## src/rtl/udma_tx_arbiter.sv

```systemverilog
// Round-robin arbiter sharing the UART TX character port between NUM_REQ uDMA TX channels.
// Optional packet lock (hold grant until src_last_i) is enabled with `define UDMA_TX_ARB_LOCK_EN.
module udma_tx_arbiter #(
    parameter int NUM_REQ = 4,
    parameter int DATA_W  = 32,
    localparam int CHAN_W = $clog2(NUM_REQ)
) (
    input  logic                      sys_clk_i,
    input  logic                      sys_rst_i,
    input  logic [NUM_REQ-1:0]        src_valid_i,
    input  logic [NUM_REQ*DATA_W-1:0] src_data_i,
    input  logic [NUM_REQ-1:0]        src_last_i,
    output logic [NUM_REQ-1:0]        src_ready_o,
    input  logic                      data_tx_req_i,
    input  logic                      data_tx_ready_i,
    output logic                      data_tx_gnt_o,
    output logic [DATA_W-1:0]         data_tx_o,
    output logic                      data_tx_valid_o,
    output logic                      busy_o,
    output logic [CHAN_W-1:0]         cur_chan_o
);

    typedef enum logic [1:0] {
        S_IDLE  = 2'd0,
        S_GRANT = 2'd1,
        S_DATA  = 2'd2
    } state_t;

    state_t              state_q, state_d;
    logic [CHAN_W-1:0]   ptr_q;
    logic [CHAN_W-1:0]   ptr_next;
    logic [CHAN_W-1:0]   winner_q;
    logic [DATA_W-1:0]   data_q;
    logic [NUM_REQ-1:0]  eligible;
    logic                pick_found;
    logic [CHAN_W-1:0]   pick_idx;
    logic [CHAN_W:0]     idx_ext;
    logic [DATA_W-1:0]   sel_data;
    logic                start;

`ifdef UDMA_TX_ARB_LOCK_EN
    logic                lock_q;
    logic [CHAN_W-1:0]   lock_chan_q;

    // A granted word without the last flag pins arbitration to its channel.
    always_ff @(posedge sys_clk_i or posedge sys_rst_i) begin
        if (sys_rst_i) begin
            lock_q      <= 1'b0;
            lock_chan_q <= '0;
        end else if (state_q == S_GRANT) begin
            lock_q      <= ~src_last_i[winner_q];
            lock_chan_q <= winner_q;
        end
    end

    always_comb begin
        eligible = src_valid_i;
        if (lock_q) begin
            eligible              = '0;
            eligible[lock_chan_q] = src_valid_i[lock_chan_q];
        end
    end
`else
    logic unused_last;

    assign unused_last = ^src_last_i;
    assign eligible    = src_valid_i;
`endif

    // Search starts at the pointer and wraps; one extra bit keeps the sum from overflowing.
    always_comb begin
        pick_found = 1'b0;
        pick_idx   = '0;
        idx_ext    = '0;
        for (int i = 0; i < NUM_REQ; i++) begin
            idx_ext = {1'b0, ptr_q} + (CHAN_W+1)'(i);
            if (idx_ext >= (CHAN_W+1)'(NUM_REQ))
                idx_ext = idx_ext - (CHAN_W+1)'(NUM_REQ);
            if (!pick_found && eligible[idx_ext[CHAN_W-1:0]]) begin
                pick_found = 1'b1;
                pick_idx   = idx_ext[CHAN_W-1:0];
            end
        end
    end

    always_comb begin
        sel_data = '0;
        for (int i = 0; i < NUM_REQ; i++)
            if (winner_q == CHAN_W'(i))
                sel_data = src_data_i[i*DATA_W +: DATA_W];
    end

    assign ptr_next = (winner_q == CHAN_W'(NUM_REQ-1)) ? '0 : winner_q + 1'b1;
    assign start    = data_tx_req_i && data_tx_ready_i && pick_found;

    always_ff @(posedge sys_clk_i or posedge sys_rst_i) begin
        if (sys_rst_i) begin
            state_q  <= S_IDLE;
            ptr_q    <= '0;
            winner_q <= '0;
            data_q   <= '0;
        end else begin
            // NOTE: non-blocking assignments so every register samples pre-edge values.
            state_q <= state_d;
            if (state_q == S_IDLE && start)
                winner_q <= pick_idx;
            if (state_q == S_GRANT) begin
                data_q <= sel_data;
                ptr_q  <= ptr_next;
            end
        end
    end

    always_comb begin
        // NOTE: defaults first so no path through the case leaves an output unassigned (latch).
        state_d         = state_q;
        data_tx_gnt_o   = 1'b0;
        data_tx_valid_o = 1'b0;
        src_ready_o     = '0;
        case (state_q)
            S_IDLE: begin
                if (start)
                    state_d = S_GRANT;
            end
            S_GRANT: begin
                data_tx_gnt_o         = 1'b1;
                src_ready_o[winner_q] = 1'b1;
                state_d               = S_DATA;
            end
            S_DATA: begin
                data_tx_valid_o = 1'b1;
                if (data_tx_ready_i)
                    state_d = S_IDLE;
            end
            default: state_d = S_IDLE;
        endcase
    end

    assign data_tx_o  = data_q;
    assign busy_o     = (state_q != S_IDLE);
    assign cur_chan_o = winner_q;

endmodule

```

## config.mk

```make
export PLATFORM = sky130hd
export DESIGN_NAME = udma_tx_arbiter
export DESIGN_NICKNAME = d
export VERILOG_FILES = /design/src/rtl/udma_tx_arbiter.sv
export SDC_FILE = /design/constraint.sdc
export NUM_CORES = 1
export LEC_CHECK = 0
export CELL_PAD_IN_SITES_DETAIL_PLACEMENT = 1
export CELL_PAD_IN_SITES_GLOBAL_PLACEMENT = 2
export CORE_MARGIN = 1.5
export CORE_UTILIZATION = 35
export DETAILED_ROUTE_END_ITERATION = 10
export DONT_BUFFER_PORTS = 1
export PLACE_DENSITY = 0.85
export SETUP_SLACK_MARGIN = 0.4
export SLEW_MARGIN = 0
export SYNTH_ARGS = -nofsm -noshare
export SYNTH_HDL_FRONTEND = slang
export SYNTH_SLANG_ARGS = --single-unit
```

## constraint.sdc

```tcl
create_clock -name sys_clk_i -period 2 [get_ports sys_clk_i]
set_input_delay 0.4 -clock sys_clk_i [delete_from_list [all_inputs] [get_ports sys_clk_i]]
set_output_delay 0.4 -clock sys_clk_i [all_outputs]
set_load 0.01 [all_outputs]
```

==> results.py <==
metrics = {
    "worst_setup_path": {
        "crit_fanout": 7,
        "end_kind": "flop",
        "startpoint": "cur_chan_o[0]",
        "path_cells": "inv_4 -> ha_4 -> nor2b_4 -> buf_12 -> buf_16 -> a221oi_2 -> a211o_1 -> a21oi_2",
        "critical-path-slowest-cell": "dfrtp_2",
        "cp_slowest_stage_delay_ns": 0.51,
        "crit_type": "reg2reg",
        "r2r-start": "cur_chan_o[0]",
        "required_ns": 2.21,
        "critical_path_buf_inv_count": 3,
        "crit_arrival_ns": 1.98,
        "crit_family": "flip-flops",
        "cp-start-kind": "flop",
    },
    "min_path": {
        "min-delay-path-class": "in2async",
    },
    "grt": {
        "grt_pass1_vias": 2464,
        "grt_pass1_wl_um": 12590,
        "grt_use_total_pct": 18.45,
        "grt_max_degree": 39,
        "grt-ovfl-total": 0,
        "antenna_found_initial": 0,
    },
    "synth": {
        "synth.most_common_cell": "inv_1",
        "synth_cell_type_count": 33,
        "avgSynthCellArea_um2": 9.759,
        "syn_nets": 443,
        "postSynthCellCount": 299,
        "netlist_top_cells_count": "inv_1, dfrtp_1, a21oi_1",
        "netlist_area_um2": 2918,
        "ys_warn_count": 0,
        "synth_edf_count": 0,
        "synth.area.top_cells": "dfrtp_1, a221oi_2, a211o_1, a21oi_2, a21oi_1",
        "synthArstFlopShare_pct": 100.0,
        "synth-seq-cells": 38,
        "synth_top_area_cell": "dfrtp_1",
        "yosysTopAreaCellShare_pct": 32.59,
        "ys_seq_area_share_pct": 32.59,
        "synth_top_flop_cell": "dfrtp_1",
    },
    "power_and_ir_drop": {
        "p_per_area_nw_per_um2": 1700,
        "p_switching_mw": 2.456,
        "total_power_mw": 5.709,
        "seqPwrFrac_pct": 28.6,
        "power.leakage_nw": 1.503,
        "swShare_pct": 43.02,
        "internal-power_mw": 3.253,
        "p_clk_share_pct": 11.2,
        "share_comb_of_total_power_pct": 60.2,
        "ir_worst_vdd_v": 0.0006538,
    },
    "placed_design": {
        "gp_congestion": 0.7663,
        "place_inst": 388,
        "dpl_cell_area_um2": 2952,
        "port_buffers": 0,
        "hpwl_um": 5884,
    },
    "routing": {
        "ant_nets": 0,
        "drt_iter0_drc": 34,
        "via_per_inst": 5.797,
        "route.detailed.drc": 0,
        "wire_per_inst_um": 20.56,
        "routed_wl_um": 8511,
        "dr.pass1.iters": 4,
        "vias": 2400,
    },
    "final_layout": {
        "diodes": 0,
        "drive_gt1_share_pct": 37.86,
        "syn_to_final_growth_pct": 15.09,
        "instances_no_fill": 414,
        "layout.nets": 452,
        "final_area_um2": 3358,
        "seqCellArea_um2": 952.2,
        "multiInputGateArea_um2": 1618,
        "n_fill_cell": 914,
    },
    "timing": {
        "setup_viol": 0,
        "post-route-period-util_pct": 88.48,
        "max_freq_mhz": 565.1,
        "skew_ns": 0.007849,
        "tightest_slew_ns": 0.7342,
        "fin_crit_ns": 1.770,
        "finalHoldViolCount": 0,
        "rsz0062_at_grt": "yes",
        "fin_tns_setup_ns": 0,
        "relSlewSlack_pct": 50.75,
        "slew_viol_final": 0,
        "hold_ws_ns": 0.03481,
    },
    "status": {
        "status": "complete, no violations",
    },
    "floorplanning": {
        "dieArea_um2": 8893,
        "pin_count": 181,
        "die_h_um": 94.31,
        "core_um2": 8134,
        "dieWidth_um": 94.31,
        "initial_core_util_pct": 35.87,
        "placementRows": 33,
    },
    "clock_tree": {
        "cts_made_buffers": 5,
        "clock-root-buffer": "clkbuf_8",
        "cts_tree": "yes",
        "hold_buffers": 0,
        "cts_buffer_depth": 2,
        "path_clk_slew_ns": 0.08,
        "clk_latency_ns": 0.28,
        "h-tree-depth": 2,
        "clock-sinks": 38,
    },
    "flow_run": {
        "max-cap-violations": 0,
    },
}
[power by group through the flow]
| stage | clock [mW] | combinational [mW] | sequential (mW) |
|---|---|---|---|
| floorplan | 0 | 2.57 | 1.53 |
| global placement | 0 | 2.80 | 1.62 |
| detailed placement | 0 | 2.90 | 1.64 |
| CTS | 0.682 | 3.45 | 1.64 |
| global route | 0.707 | 3.75 | 1.68 |
| finish | 0.641 | 3.44 | 1.63 |
[logic make-up after synthesis]
| kind of cell | after synthesis | share of synthesized area (%) |
|---|---|---|
| adders and majority gates | 4 | 1.715 |
| DFF | 38 | 32.59 |
| buffers and inverters | 70 | 15.05 |
| AOI/OAI and AO/OA | 141 | 43.78 |
| and+or+nand+nor | 46 | 6.861 |
[placed cells by master (no fill, tap or decap), types with 2 or more instances in the layout]
cell | Yosys | final
a211o_1 | 32 | 32
o21ai_0 | 3 | 3
dfrtp_1 | 38 | 37
clkinv_2 | 0 | 3
nor2_1 | 33 | 33
o221ai_1 | 2 | 2
buf_4 | 2 | 19
nand2_1 | 5 | 5
ha_4 | 0 | 4
inv_1 | 39 | 36
a221oi_2 | 29 | 32
a21oi_2 | 29 | 30
a21oi_1 | 37 | 36
and2_4 | 0 | 4
buf_12 | 3 | 8
clkbuf_8 | 3 | 5
buf_6 | 5 | 2
[sequential cells by signal, summed over array words and instances, names as in the netlist]
name and flops:
cur_chan_o 2, state_q 2, data_tx_o 32, ptr_q 2
[stage by stage]
stage / setup slack (ns) / util (%)
CTS: 0.2448 / 41.02
floorplan: 0.3716 / -
global route: 0.1523 / 41.29
finish: 0.2303 / 41.29
detailed placement: 0.2510 / 36.29
global placement: 0.2849 / 36.29
[worst paths after layout]
check | to | slack (ns) | cells after the start
min | data_tx_o[18] | 0.03 | 1
min reg2reg | ptr_q[1] | 0.59 | 2
min in group sys_clk_i | state_q[1] | 0.21 | 1
max in group asynchronous | cur_chan_o[0] | 1.46 | 2
max reg2reg | data_tx_o[24] | 0.23 | 8
max | data_tx_o[24] | 0.23 | 8
[cell type report]
class | count | share of cell area [%]
clock buffer | 5 | 2.049
clock inverter | 3 | 1.192
inverter | 40 | 4.694
multi-input combinational | 191 | 48.17
sequential | 38 | 28.35
tap | 105 | 3.912
timing repair buffer | 31 | 11.48
timing repair inverter | 1 | 0.1490
[repair_timing]
item,4_1_cts,5_1_grt
pin swaps,10,2
resized for setup,21,3
endpoints found under the hold margin,0,0
gates cloned,2,1
buffers inserted,14,1
endpoints found under the setup margin,37,37
[layer usage]
metal	global-route usage, %	part of all wire (%)	vias up
met1	20.50	39	1184
li1	-	-	1096
met2	34.47	53	111
met5	0	0	-
met3	5.097	7.8	9
met4	4.478	1.0	0
Note: power is estimated with default switching activity, not from simulation.
